--- config.mk ---
export PLATFORM = sky130hd
export DESIGN_NAME = pitch_frame_scheduler
export DESIGN_NICKNAME = d
export VERILOG_FILES = /design/src/rtl/pitch_pkg.sv /design/src/rtl/sample_fifo.sv /design/src/rtl/pitch_frame_scheduler.sv
export SDC_FILE = /design/constraint.sdc
export NUM_CORES = 1
export LEC_CHECK = 0
export CELL_PAD_IN_SITES_DETAIL_PLACEMENT = 1
export CELL_PAD_IN_SITES_GLOBAL_PLACEMENT = 1
export CORE_MARGIN = 3
export CORE_UTILIZATION = 33
export DETAILED_ROUTE_END_ITERATION = 8
export PLACE_DENSITY = 0.62
export RECOVER_POWER = 50
export SETUP_SLACK_MARGIN = 0.02
export SLEW_MARGIN = 0
export SYNTH_ARGS = -nofsm -noshare
export SYNTH_HDL_FRONTEND = slang
export SYNTH_SLANG_ARGS = --single-unit
export TNS_END_PERCENT = 1
--- constraint.sdc ---
create_clock -name clk_in -period 3.77 [get_ports clk_in]
set_input_delay 0.754 -clock clk_in [delete_from_list [all_inputs] [get_ports clk_in]]
set_output_delay 0.754 -clock clk_in [all_outputs]
set_load 0.01 [all_outputs]
--- src/rtl/pitch_pkg.sv ---
// Shared definitions for the pitch frame scheduler.
//   sched_state_e : scheduler FSM states
//   DEF_*         : default parameter values used by pitch_frame_scheduler
//   cnt_width()   : bit width needed to hold a count of 0..max_val
package pitch_pkg;

  typedef enum logic [1:0] {
    DISABLED = 2'd0,
    STREAM   = 2'd1,
    BUSY     = 2'd2,
    FLUSH    = 2'd3
  } sched_state_e;

  localparam int DEF_SIG_WIDTH      = 9;
  localparam int DEF_WIDTH          = 32;
  localparam int DEF_WINDOW_SIZE    = 500;
  localparam int DEF_HOP_SIZE       = 250;
  localparam int DEF_FIFO_DEPTH     = 16;
  localparam int DEF_TIMEOUT_CYCLES = 65536;

  function automatic int cnt_width(input int max_val);
    return (max_val < 1) ? 1 : $clog2(max_val + 1);
  endfunction

endpackage

--- src/rtl/sample_fifo.sv ---
// Synchronous holding FIFO for samples that arrive while the estimator is busy.
//   clk_in, rst_in : clock, synchronous active-high reset (empties the FIFO)
//   push, push_data: write request / data (ignored when full unless popping too)
//   pop            : read request (ignored when empty)
//   pop_data       : head word, read straight from the storage registers
//   full, empty    : occupancy flags
module sample_fifo #(
  parameter int WIDTH = 9,
  parameter int DEPTH = 16
) (
  input  logic             clk_in,
  input  logic             rst_in,
  input  logic             push,
  input  logic [WIDTH-1:0] push_data,
  input  logic             pop,
  output logic [WIDTH-1:0] pop_data,
  output logic             full,
  output logic             empty
);

  localparam int AW = $clog2(DEPTH);

  logic [WIDTH-1:0] mem [DEPTH];
  logic [AW-1:0]    wr_ptr;
  logic [AW-1:0]    rd_ptr;
  logic [AW:0]      count;
  logic             push_ok;
  logic             pop_ok;

  assign full     = (count == (AW+1)'(DEPTH));
  assign empty    = (count == '0);
  assign pop_ok   = pop && !empty;
  // A pop in the same cycle frees a slot, so a push into a full FIFO still lands.
  assign push_ok  = push && (!full || pop_ok);
  assign pop_data = mem[rd_ptr];

  always_ff @(posedge clk_in) begin
    if (push_ok) begin
      mem[wr_ptr] <= push_data;
    end
  end

  always_ff @(posedge clk_in) begin
    if (rst_in) begin
      wr_ptr <= '0;
      rd_ptr <= '0;
      count  <= '0;
    end else begin
      if (push_ok) wr_ptr <= wr_ptr + 1'b1;
      if (pop_ok)  rd_ptr <= rd_ptr + 1'b1;
      unique case ({push_ok, pop_ok})
        2'b10:   count <= count + 1'b1;
        2'b01:   count <= count - 1'b1;
        default: count <= count;
      endcase
    end
  end

endmodule

--- src/rtl/pitch_frame_scheduler.sv ---
// Feeds a windowed pitch estimator with samples, starting a new estimation
// frame every HOP_SIZE samples once WINDOW_SIZE samples have been delivered.
// Samples arriving while the estimator works are held in a FIFO and drained
// once the result (or a timeout) arrives.
//   clk_in, rst_in       : clock, synchronous active-high reset
//   enable_in            : scheduling enable
//   sample_in(_valid)    : incoming sample stream
//   est_sig_out(_valid)  : registered sample stream to the estimator
//   est_start_out        : frame-start pulse (first BUSY cycle)
//   est_rst_out          : estimator recovery reset after a timeout
//   est_f_in(_valid_in)  : estimator frequency result
//   pitch_out, pitch_valid_out, voiced_out : latched result, update pulse, nonzero flag
//   overflow_out, timeout_out : sticky error flags
//   frames_out           : completed-frame count (wraps)
module pitch_frame_scheduler
  import pitch_pkg::*;
#(
  parameter int SIG_WIDTH      = DEF_SIG_WIDTH,
  parameter int WIDTH          = DEF_WIDTH,
  parameter int WINDOW_SIZE    = DEF_WINDOW_SIZE,
  parameter int HOP_SIZE       = DEF_HOP_SIZE,
  parameter int FIFO_DEPTH     = DEF_FIFO_DEPTH,
  parameter int TIMEOUT_CYCLES = DEF_TIMEOUT_CYCLES
) (
  input  logic                 clk_in,
  input  logic                 rst_in,
  input  logic                 enable_in,
  input  logic [SIG_WIDTH-1:0] sample_in,
  input  logic                 sample_in_valid,
  output logic [SIG_WIDTH-1:0] est_sig_out,
  output logic                 est_sig_valid_out,
  output logic                 est_start_out,
  output logic                 est_rst_out,
  input  logic [WIDTH-1:0]     est_f_in,
  input  logic                 est_f_valid_in,
  output logic [WIDTH-1:0]     pitch_out,
  output logic                 pitch_valid_out,
  output logic                 voiced_out,
  output logic                 overflow_out,
  output logic                 timeout_out,
  output logic [15:0]          frames_out
);

  localparam int FILL_W = cnt_width(WINDOW_SIZE);
  localparam int HOP_W  = cnt_width(HOP_SIZE);
  localparam int BUSY_W = cnt_width(TIMEOUT_CYCLES - 1);

  localparam logic [FILL_W-1:0] FILL_FULL = FILL_W'(WINDOW_SIZE);
  localparam logic [HOP_W-1:0]  HOP_FULL  = HOP_W'(HOP_SIZE);
  localparam logic [BUSY_W-1:0] BUSY_LAST = BUSY_W'(TIMEOUT_CYCLES - 1);

  sched_state_e state;
  sched_state_e state_nx;

  logic [FILL_W-1:0]    fill_count;
  logic [HOP_W-1:0]     hop_count;
  logic [BUSY_W-1:0]    busy_count;
  logic                 hop_ready;
  logic                 deliver_direct;
  logic                 deliver;
  logic                 fifo_push;
  logic                 fifo_pop;
  logic                 fifo_full;
  logic                 fifo_empty;
  logic [SIG_WIDTH-1:0] fifo_data;
  logic                 frame_start;
  logic                 frame_timeout;
  logic                 take_result;

  sample_fifo #(
    .WIDTH (SIG_WIDTH),
    .DEPTH (FIFO_DEPTH)
  ) u_fifo (
    .clk_in    (clk_in),
    .rst_in    (rst_in),
    .push      (fifo_push),
    .push_data (sample_in),
    .pop       (fifo_pop),
    .pop_data  (fifo_data),
    .full      (fifo_full),
    .empty     (fifo_empty)
  );

  // Counters are registered, so this is true in the cycle the hop-completing
  // sample is on est_sig_out; that cycle already routes new samples to the FIFO
  // and the start pulse lands one cycle later with est_sig_valid_out low.
  // hop_count saturates, so equality stands in for ">= HOP_SIZE".
  assign hop_ready = (fill_count == FILL_FULL) && (hop_count == HOP_FULL);
  assign deliver   = deliver_direct || fifo_pop;

  always_ff @(posedge clk_in) begin
    if (rst_in) begin
      state <= DISABLED;
    end else begin
      state <= state_nx;
    end
  end

  always_comb begin
    state_nx       = state;
    deliver_direct = 1'b0;
    fifo_push      = 1'b0;
    fifo_pop       = 1'b0;
    frame_start    = 1'b0;
    frame_timeout  = 1'b0;
    take_result    = 1'b0;
    unique case (state)
      DISABLED: begin
        if (enable_in) state_nx = STREAM;
      end
      STREAM: begin
        if (hop_ready) begin
          state_nx    = BUSY;
          frame_start = 1'b1;
          fifo_push   = sample_in_valid;
        end else if (!enable_in) begin
          state_nx = DISABLED;
        end else begin
          deliver_direct = sample_in_valid;
        end
      end
      BUSY: begin
        fifo_push = sample_in_valid;
        if (est_f_valid_in) begin
          take_result = 1'b1;
          state_nx    = FLUSH;
        end else if (busy_count == BUSY_LAST) begin
          frame_timeout = 1'b1;
          state_nx      = FLUSH;
        end
      end
      FLUSH: begin
        // A pending hop waits for the FIFO to drain; once empty, a new sample
        // can bypass the FIFO because nothing older is queued ahead of it.
        if (!fifo_empty) begin
          fifo_pop  = 1'b1;
          fifo_push = sample_in_valid;
        end else if (hop_ready) begin
          state_nx    = BUSY;
          frame_start = 1'b1;
          fifo_push   = sample_in_valid;
        end else if (enable_in) begin
          state_nx       = STREAM;
          deliver_direct = sample_in_valid;
        end else begin
          state_nx = DISABLED;
        end
      end
      default: state_nx = DISABLED;
    endcase
  end

  always_ff @(posedge clk_in) begin
    if (rst_in) begin
      est_sig_out       <= '0;
      est_sig_valid_out <= 1'b0;
      est_start_out     <= 1'b0;
      est_rst_out       <= 1'b0;
      pitch_out         <= '0;
      pitch_valid_out   <= 1'b0;
      voiced_out        <= 1'b0;
      overflow_out      <= 1'b0;
      timeout_out       <= 1'b0;
      frames_out        <= '0;
      fill_count        <= '0;
      hop_count         <= '0;
      busy_count        <= '0;
    end else begin
      est_start_out     <= frame_start;
      est_rst_out       <= frame_timeout;
      pitch_valid_out   <= take_result;
      est_sig_valid_out <= deliver;

      if (deliver_direct) begin
        est_sig_out <= sample_in;
      end else if (fifo_pop) begin
        est_sig_out <= fifo_data;
      end

      if (frame_timeout) begin
        fill_count  <= '0;
        hop_count   <= '0;
        timeout_out <= 1'b1;
      end else if (frame_start) begin
        hop_count <= '0;
      end else if (deliver) begin
        if (fill_count != FILL_FULL) fill_count <= fill_count + 1'b1;
        if (hop_count != HOP_FULL)   hop_count  <= hop_count + 1'b1;
      end

      if (take_result) begin
        pitch_out  <= est_f_in;
        voiced_out <= (est_f_in != '0);
        frames_out <= frames_out + 16'd1;
      end

      if (state == BUSY) begin
        busy_count <= busy_count + 1'b1;
      end else begin
        busy_count <= '0;
      end

      if (fifo_push && fifo_full && !fifo_pop) begin
        overflow_out <= 1'b1;
      end
    end
  end

endmodule

# After elaboration in Yosys (flattened, before gate mapping)
# Memories as Yosys holds them, arrays and structs flattened. A register that Yosys moved wholly into a read port is not among the register bits.
# Index checks and enable logic that the tools add are counted.
# totals
mem_count	1
wordCells	97
mem_bits_rw	144
reg_bits	112
output_inout_bits	64
# memory_table
memory	words	word_bits	read_ports	rd_clocked_by_memory_dff	wr	line	text
u_fifo.mem	16	9	1	1	1	sample_fifo.sv:23	logic [WIDTH-1:0] mem [DEPTH];
# classes
muxes	33
eq_ne	15
bitwise	2
add_sub_neg	8
reduce_logical	21
# op_table
cell	n
adder 16 x 1 -> 16 bit (second input constant)	2
nonzero test 32 bit	1
2-to-1 mux 9 bit	2
2-to-1 mux 1 bit	17
equality test 16 bit (second input constant)	1
2-to-1 mux 2 bit	7
case mux 5 bit (2 select lines)	1
adder 9 x 1 -> 9 bit (second input constant)	1
equality test 9 bit (second input constant)	1
!= test 9 bit (second input constant)	1
adder 4 x 1 -> 4 bit (second input constant)	2
adder 8 x 1 -> 8 bit (second input constant)	1
equality test 8 bit (second input constant)	1
2-to-1 mux 4 bit	2
!= test 8 bit (second input constant)	1
case mux 2 bit (4 select lines)	1
equality test 2 bit (second input constant)	3
!= test 3 bit (second input constant)	2
adder 5 x 1 -> 5 bit (second input constant)	1
equality test 5 bit (second input constant)	1
logical AND 1 bit	5
zero test 5 bit	1
subtractor 5 x 1 -> 5 bit (second input constant)	1
equality test 2 x 1 -> 1 bit (second input constant)	2
13 further kinds	21

# Longest topological paths before layout
# Gate-level depths: netlist of the first run.
# logic_depth
depth_word	8
depth_mapped	17

# Cells and area by module
# Synthesis of the first run repeated with hierarchy kept, for this count alone.
# hier_totals
hier_cells	848
area_unflattened_um2	10662.7
# modules_own_cells
module	cells_per_inst	area_each_um2	n_inst
sample_fifo	346	6448.7	1
pitch_frame_scheduler	502	4214.0	1

# Worst setup path after synthesis of the first run
# OpenSTA, ideal clock, no wires.
# synth_timing
path_type	reg-to-reg
start	register fill_count[0]
end	register u_fifo.count[4]
t_required_ps	3647
t_arrival_ps	3372
period_less_slack_ps	3495
setup_time_ps	123
path_stages_with_launch	18
slack_ps	275
path_cell_list	dfxtp_1 inv_1 ha_1 nand4b_2 nor4_4 o21ai_2 nor3b_2 buf_4 inv_2 ha_1 clkbuf_1 xor2_1 ha_1 inv_1 o21ai_0 a21o_1 a221oi_1 mux2_1
# synth_between
elab_chain_cells	8
elab_cells_between_ends	10
# synth_lines
element	line	text
start, declared	pitch_frame_scheduler.sv:55	logic [FILL_W-1:0] fill_count;
start signal, assigned	pitch_frame_scheduler.sv:187	if (fill_count != FILL_FULL) fill_count <= fill_count + 1'b1;
equality test 9 bit *	pitch_frame_scheduler.sv:88	assign hop_ready = (fill_count == FILL_FULL) && (hop_count == HOP_FULL);
logical AND 1 bit *	pitch_frame_scheduler.sv:88	
2-to-1 mux 1 bit *	pitch_frame_scheduler.sv:112, pitch_frame_scheduler.sv:138	
2-to-1 mux 1 bit	pitch_frame_scheduler.sv:135	if (!fifo_empty) begin
case mux 1 bit (3 select lines) *	pitch_frame_scheduler.sv:107	unique case (state)
logical AND 1 bit *	sample_fifo.sv:34	assign push_ok = push && (!full || pop_ok);
equality test 2 x 1 -> 1 bit or equality test 2 bit (tied branches)	sample_fifo.sv:51	unique case ({push_ok, pop_ok})
case mux 5 bit (2 select lines) or nonzero test 2 bit (tied branches)	--	
end signal, assigned	sample_fifo.sv:52	2'b10: count <= count + 1'b1;
end signal, assigned	sample_fifo.sv:53	2'b01: count <= count - 1'b1;
end signal, assigned	sample_fifo.sv:54	default: count <= count;
end, declared	sample_fifo.sv:26	logic [AW:0] count;
# Mark *: on every way between the ends. The rest lies on a longest branch, timed or not.
# A chain may end at the register's enable or synchronous reset.

# Worst setup path in the final report of the first run
# layout_timing
start	register state[0]
end	register u_fifo.count[4]
# layout_between
elab_chain_cells	7
elab_cells_between_ends	12
# layout_lines
element	line	text
start, declared	pitch_frame_scheduler.sv:52	sched_state_e state;
start signal, assigned	pitch_frame_scheduler.sv:95	state <= state_nx;
equality test 2 bit	pitch_frame_scheduler.sv:107	
2-to-1 mux 1 bit	pitch_frame_scheduler.sv:107	
logical AND 1 bit	sample_fifo.sv:32	assign pop_ok = pop && !empty;
logical OR 1 bit	sample_fifo.sv:34	
logical AND 1 bit	sample_fifo.sv:34	
equality test 2 x 1 -> 1 bit or equality test 2 bit (tied branches)	sample_fifo.sv:51	
case mux 5 bit (2 select lines) or nonzero test 2 bit (tied branches)	--	
# Parallel ways exist; a longest one is shown, timed or not.

==> flow_metrics.env, run 1 <==
export IMPL_status="finished with violations"
export IMPL_violations="max-capacitance violations, max-slew violations"
export IMPL_fmax_mhz=295.4
export IMPL_gp_congestion=0.7699
export IMPL_ys_seq_area_share_pct=62.50
export IMPL_slowest_delay_ns=0.51
export IMPL_vias_per_cell=5.010
export IMPL_fin_util_pct=41.21
export IMPL_n_fill_cell=3378
export IMPL_cts_tree="built"
export IMPL_mostFrequentLayoutCell="edfxtp_1"
export IMPL_critPathTopFamily="simple AND/OR/NAND/NOR gates"
export IMPL_cts_sinks=260
export IMPL_dieArea_sq_um=34410
export IMPL_ios=110
export IMPL_avgSynthCellArea_sq_um=12.27
export IMPL_drc=0
export IMPL_finalHoldViolCount=0
export IMPL_initial_core_util_pct=33.61
export IMPL_seq_power_share_pct=51.9
export IMPL_dr_pass1_iters=4
export IMPL_std_cell_rows=65
export IMPL_rsz0062_at_grt="no"
export IMPL_crit_slowest_cell="dfxtp_1"
export IMPL_switchingPower_mw=1.168
export IMPL_setup_viol=0
export IMPL_n_antenna_cell=0
export IMPL_hold_class="flop to flop"
export IMPL_syn_nets=928
export IMPL_syn_cell_area_sq_um=10630
export IMPL_async_flop_share_pct=0
export IMPL_ys_ff_latch=260
export IMPL_clkPwrFrac_pct=45.8
export IMPL_swShare_pct=20.25
export IMPL_cp_end_kind="flop"
export IMPL_cp_max_fo=10
export IMPL_insertion_delay_ns=0.53
export IMPL_finalCritPeriodShare_pct=89.79
export IMPL_cts_hold_fix_buffers=0
export IMPL_maxCapViolCount=1
export IMPL_cp_cell_sequence="nand4b_1 > nor4_4 > buf_4 > o21ai_2 > nor3b_2 > inv_2 > ha_1 > xor2_1 > ha_1 > inv_1 > o21ai_0 > a21o_1 > a221oi_1 > mux2_1"
export IMPL_initialDrtViolationCount=441
export IMPL_critPathLaunchType="flop"
export IMPL_vias=7029
export IMPL_synthFlopType="edfxtp_1"
export IMPL_leakagePower_nw=4.343
export IMPL_path_class="flop to flop"
export IMPL_p_per_area_nw_per_um2=442.6
export IMPL_slew_violations=37
export IMPL_grt_overflow=0
export IMPL_required_ns=4.19
export IMPL_cts_made_buffers=28
export IMPL_cts_max_level=1
export IMPL_track_usage_pct=15.07
export IMPL_synth_edf_count=144
export IMPL_core_sq_um=31640
export IMPL_finalNetCount=1040
export IMPL_ys_warn_count=0
export IMPL_syn_to_final_growth_pct=22.60
export IMPL_crit_arrival_ns=3.80
export IMPL_cts_clk_slew_worst_paths_ns=0.06
export IMPL_fin_ws_ns=0.3850
export IMPL_drt_wirelength_per_cell_um=18.28
export IMPL_place_hpwl_um=16770
export IMPL_postRouteAntennaNets=0
export IMPL_wl_um=25650
export IMPL_min_period_ns=3.385
export IMPL_fin_skew_ns=0.008363
export IMPL_critPathBufInv=3
export IMPL_grt_pass1_wl_um=40910
export IMPL_crit_top_cell="ha_1"
export IMPL_netlist_instances=867
export IMPL_tightest_slew_ns=1.586
export IMPL_drive_above_1_share_pct=9.091
export IMPL_root_buffer="clkbuf_16"
export IMPL_post_dp_cell_area_sq_um=12150
export IMPL_grt_pass1_vias=7353
export IMPL_pre_cts_ws_ns=0.2199
export IMPL_ys_types=56
export IMPL_fp_dieW_um=185.5
export IMPL_fin_setup_tns_ns=0
export IMPL_antenna_found_initial=0
export IMPL_clock_path_buffers=3
export IMPL_power_share_combinational_pct=2.3
export IMPL_dieHeight_um=185.5
export IMPL_final_cell_mix="edfxtp_1 (144), nand2_1 (125), dfxtp_1 (114)"
export IMPL_io_buffers=109
export IMPL_max_slew_margin_rel_pct=-5.762
export IMPL_grt_max_degree=78
export IMPL_irDropWorstVdd_uv=337.2
export IMPL_final_area_sq_um=13040
export IMPL_p_int_mw=4.601
layer usage:
metal	vias up	track usage, %	wire, um
met5	-	0	0
met4	0	2.941	479
met3	33	3.146	1484
met2	155	26.09	12470
met1	3469	19.74	11210
li1	3372	-	-
registers in the layout, summed over array words and instances (netlist names), named ones only:
name / flops
state: 1
u_fifo.wr_ptr: 4
overflow_out: 1
est_sig_valid_out: 1
frames_out: 16
pitch_out: 32
u_fifo.mem: 144
pitch_valid_out: 1
busy_count: 16
u_fifo.rd_ptr: 4
voiced_out: 1
u_fifo.count: 5
timeout_out: 1
fill_count: 9
est_rst_out: 1
est_start_out: 1
hop_count: 8
est_sig_out: 9
through the flow:
stage          hold slack, ns  instances  power, mW
6_report               0.4510       1403      5.770
5_1_grt                0.4732       1403      5.990
4_1_cts                0.4539       1402      5.861
3_5_place_dp           0.4481       1350      3.194
3_3_place_gp           0.4358       1350      3.192
2_1_floorplan          0.4300        867      3.093
cells in the mapped netlist, drive strengths merged, types with 16 or more instances:
master	number	area share, %
mux4	29	6.1
edfxtp	144	41
inv	17	0.60
nand2	125	4.4
o21ai	16	0.79
and3	20	1.2
xor2	31	2.6
nand3	19	0.89
mux2i	30	2.8
dfxtp	116	22
clkbuf	27	0.95
nor2	76	2.7
nand4	23	1.4
a21oi	51	2.4
xnor2	17	1.4
power by group through the flow:
stage                     clock, mW  combinational [mW]  sequential, mW
after floorplan                   0              0.0368            3.06
after global placement            0               0.134            3.06
after detailed placement          0               0.136            3.06
after CTS                      2.73               0.136            3.00
after global routing           2.85               0.143            3.00
final                          2.64               0.131            3.00
kinds of logic after synthesis:
logic type / after synthesis / share of synthesized area [%]
mux: 61 / 9.178
xor+xnor: 48 / 3.953
fa+ha+maj: 15 / 1.765
buf+inv: 57 / 2.177
compound gates: 104 / 5.848
flops: 260 / 62.50
simple gates: 322 / 14.58
path summary, 6_finish.rpt:
check | start | endpoint | slack (ns) | cells past startpoint
worst min-delay path | timeout_out | timeout_out | 0.45 | 2
worst max-delay path | state[0] | u_fifo.count[4] | 0.39 | 14
worst max register to register | state[0] | u_fifo.count[4] | 0.39 | 14
worst min register to register | timeout_out | timeout_out | 0.45 | 2
area by class of cell:
| cell class | instances | area [sq um] | area share, % |
|---|---|---|---|
| well taps | 402 | 503.0 | 3.858 |
| clock inverters | 16 | 123.9 | 0.9501 |
| clock buffers | 36 | 762.0 | 5.845 |
| repair buffers | 122 | 1180 | 9.050 |
| multi-input cells | 550 | 3756 | 28.81 |
| inverters | 17 | 63.81 | 0.4894 |
| flip-flops and latches | 260 | 6649 | 51.00 |
timing repair:
item / in CTS / in global routing
resized for setup: 0 / 0
setup endpoints to repair: 0 / 1
setup buffers: 0 / 1
worst reg2reg max path: stages (launching register included):
cell,delay (ns)
dfxtp_1,0.51
nand4b_1,0.21
nor4_4,0.27
buf_4,0.18
o21ai_2,0.12
nor3b_2,0.25
inv_2,0.06
ha_1,0.30
xor2_1,0.19
ha_1,0.23
inv_1,0.05
o21ai_0,0.06
a21o_1,0.19
a221oi_1,0.30
mux2_1,0.34
Note: power is estimated with default switching activity, not from simulation.
==> inputs of run 2 (changes only) <==
ABC_AREA = 1   (was not set)
PLACE_DENSITY = 0.64   (was 0.62)
SLEW_MARGIN = 10   (was 0)
==> flow_metrics.env, run 2 <==
export IMPL_setup_viol=0
export IMPL_violations="max-capacitance violations, max-slew violations"
export IMPL_timing_rr_start="fill_count[0]"
export IMPL_swShare_pct=21.18
export IMPL_slew_violations=79
export IMPL_syn_nets=1366
export IMPL_final_cell_mix="nand2_1 (291), nand3_1 (166), inv_1 (166)"
export IMPL_io_buffers=109
export IMPL_crit_slowest_cell="dfxtp_1"
export IMPL_initialDrtViolationCount=571
export IMPL_antenna_found_initial=1
export IMPL_fin_setup_tns_ns=0
export IMPL_dieHeight_um=192.2
export IMPL_cts_repair_resized=0
export IMPL_drc=0
export IMPL_grt_pass1_wl_um=52240
export IMPL_cp_depth=20
export IMPL_cts_made_buffers=31
export IMPL_yosysTopAreaCell="edfxtp_1"
export IMPL_p_int_mw=4.692
export IMPL_power_share_combinational_pct=3.0
export IMPL_fin_hold_ws_ns=0.4516
export IMPL_synth_area_top_cells="edfxtp_1 (38%), dfxtp_1 (20%), nand2_1 (9.6%), nand3_1 (7.3%), inv_1 (5.4%)"
export IMPL_cp_end_kind="flop"
export IMPL_clkPwrFrac_pct=46.5
export IMPL_p_per_area_nw_per_um2=427.9
export IMPL_grt_pass1_vias=9405
export IMPL_finalCritPeriodShare_pct=84.00
export IMPL_startpoint="fill_count[0]"
export IMPL_seq_power_share_pct=50.5
export IMPL_synthFlopType="edfxtp_1"
export IMPL_critPathTopFamily="simple AND/OR/NAND/NOR gates"
export IMPL_dieArea_sq_um=36920
export IMPL_initial_core_util_pct=33.77
export IMPL_dp_cells=1834
export IMPL_r2r_end="u_fifo.count[4]"
export IMPL_finalHoldViolCount=0
export IMPL_cts_hold_fix_buffers=0
export IMPL_rsz0062_at_grt="no"
export IMPL_p_total_mw=5.953
export IMPL_cts_tree="built"
export IMPL_wl_um=33150
export IMPL_ys_types=39
export IMPL_top_regs="u_fifo.mem (144), pitch_out (32)"
export IMPL_switchingPower_mw=1.261
export IMPL_cp_max_fo=11
export IMPL_path_class="flop to flop"
export IMPL_crit_top_cell="nand2_1"
export IMPL_yosys_area_top_type_share_pct=37.81
export IMPL_grt_overflow=0
export IMPL_core_sq_um=33870
export IMPL_synth_commonest_cells="nand2_1 (291), inv_1 (166), nand3_1 (166), nor2_1 (154), edfxtp_1 (144)"
export IMPL_multi_input_area_sq_um=3918
export IMPL_largest_register_ffs=144
export IMPL_hold_class="flop to flop"
export IMPL_regArea_sq_um=6648
export IMPL_critPathLaunchType="flop"
export IMPL_finalNonFillerCells=1890
export IMPL_fin_skew_ns=0.01019
export IMPL_place_hpwl_um=23090
export IMPL_syn_to_final_growth_pct=21.65
export IMPL_worst_r2r_cell_count=20
export IMPL_min_period_ns=3.167
export IMPL_leakagePower_nw=5.624
export IMPL_status="finished with violations"
export IMPL_largest_register="u_fifo.mem"
export IMPL_ys_warn_count=0
export IMPL_maxCapViolCount=2
export IMPL_cts_max_level=1
export IMPL_fp_dieW_um=192.2
export IMPL_r2r_slack_ns=0.60
export IMPL_drt_wirelength_per_cell_um=17.54
export IMPL_mostFrequentLayoutCell="nand2_1"
export IMPL_slowest_delay_ns=0.34
export IMPL_dr_pass1_iters=5
export IMPL_fmax_mhz=315.8
export IMPL_avgSynthCellArea_sq_um=8.763
export IMPL_async_flop_share_pct=0
export IMPL_cp_endpoint="u_fifo.count[4]"
export IMPL_critPathBufInv=1
export IMPL_gp_congestion=0.8298
export IMPL_cts_clk_slew_worst_paths_ns=0.05
export IMPL_clock_path_buffers=3
export IMPL_n_fill_cell=4017
export IMPL_synth_edf_count=144
export IMPL_required_ns=4.24
export IMPL_vias=9126
export IMPL_finalNetCount=1480
export IMPL_final_area_sq_um=13910
export IMPL_insertion_delay_ns=0.54
export IMPL_hold_path_cell_count=2
export IMPL_crit_arrival_ns=3.64
export IMPL_ys_ff_latch=260
export IMPL_ios=110
export IMPL_postRouteAntennaNets=0
export IMPL_vias_per_cell=4.829
export IMPL_post_dp_cell_area_sq_um=13030
export IMPL_std_cell_rows=67
export IMPL_netlist_instances=1305
export IMPL_ys_seq_area_share_pct=58.12
export IMPL_drive_above_1_share_pct=5.135
export IMPL_syn_cell_area_sq_um=11440
export IMPL_grt_max_degree=73
export IMPL_root_buffer="clkbuf_16"
export IMPL_tightest_slew_ns=1.749
export IMPL_track_usage_pct=17.82
export IMPL_cts_setup_buffers=0
export IMPL_cts_sinks=260
export IMPL_irDropWorstVdd_uv=345.3
export IMPL_cp_cell_sequence="inv_1 > ha_1 > nand2_1 > nor2_1 > nand2_1 > nor2_4 > nand2_1 > nand2_1 > nand3_2 > ha_1 > xor2_1 > ha_1 > a21o_1 > nand3_1 > nand2_1 > a21oi_1 > o21ai_0 > nand2_1 > nand2_1 > nor2_1"
export IMPL_synth_most_common_cell="nand2_1"
export IMPL_max_slew_margin_rel_pct=-16.57
-- run 2: changes by cell type in the layout (fill, tap and decap cells not counted), sizes merged, moves of 28 or more --
cell	previous run	this run
nand2	125	299
mux2i	30	0
mux4	29	0
nand3	19	168
nor2	76	160
inv	17	171
dlygate4sd3	20	48
o21ai	16	54
-- run 2: metrics by stage --
step                      worst slack, ns  util [%]
final                              0.6033     41.08
after global routing               0.1369     41.08
after CTS                          0.6322     41.23
after detailed placement           0.6631     38.48
after global placement             0.7051     38.48
after floorplan                     1.290         -
-- run 2: final cells by class --
type | instances | area share [%]
flip-flops and latches | 260 | 47.78
multi-input cells | 824 | 28.16
repair buffers | 129 | 8.625
clock buffers | 45 | 6.170
inverters | 173 | 4.686
well taps | 448 | 4.029
clock inverters | 10 | 0.5306
diodes | 1 | 0.01799
-- run 2: worst min path at each step --
stage	startpoint	end	slack, ns
6_report	busy_count[9]	busy_count[9]	0.45
3_3_place_gp	busy_count[9]	busy_count[9]	0.43
3_5_place_dp	busy_count[9]	busy_count[9]	0.45
4_1_cts	busy_count[9]	busy_count[9]	0.45
2_1_floorplan	busy_count[0]	busy_count[0]	0.42
5_1_grt	timeout_out	timeout_out	0.49
-- run 2: power groups by stage --
stage          Sequential (mW)  Clock (mW)  Combinational (mW)
2_1_floorplan             3.06           0              0.0624
3_3_place_gp              3.06           0               0.186
3_5_place_dp              3.06           0               0.187
4_1_cts                   3.00        2.84               0.187
5_1_grt                   3.00        2.97               0.195
6_report                  3.00        2.77               0.178
-- run 2: per-layer routing --
metal  vias to the layer above  share of wire, %  routed length [um]  global-route usage, %
met4                         0               2.1                 702                  4.315
met3                        45               4.5                1481                  2.902
met1                      4451                47               15540                  24.90
met2                       162                47               15420                  28.96
li1                       4468                 -                   -                      -
met5                         -                 0                   0                      0
-- run 2: cell families after synthesis --
group           count (synthesis)  synth area share [%]
simple gates                  674                 25.86
compound gates                111                 5.022
flops                         260                 58.12
buf+inv                       221                 7.516
fa+ha+maj                      15                 1.641
xor+xnor                       24                 1.838
-- run 2: tightest hold or removal path: stages (launching register included) --
cell     delay, ns
dfxtp_1       0.31
inv_1         0.05
a21oi_1       0.05
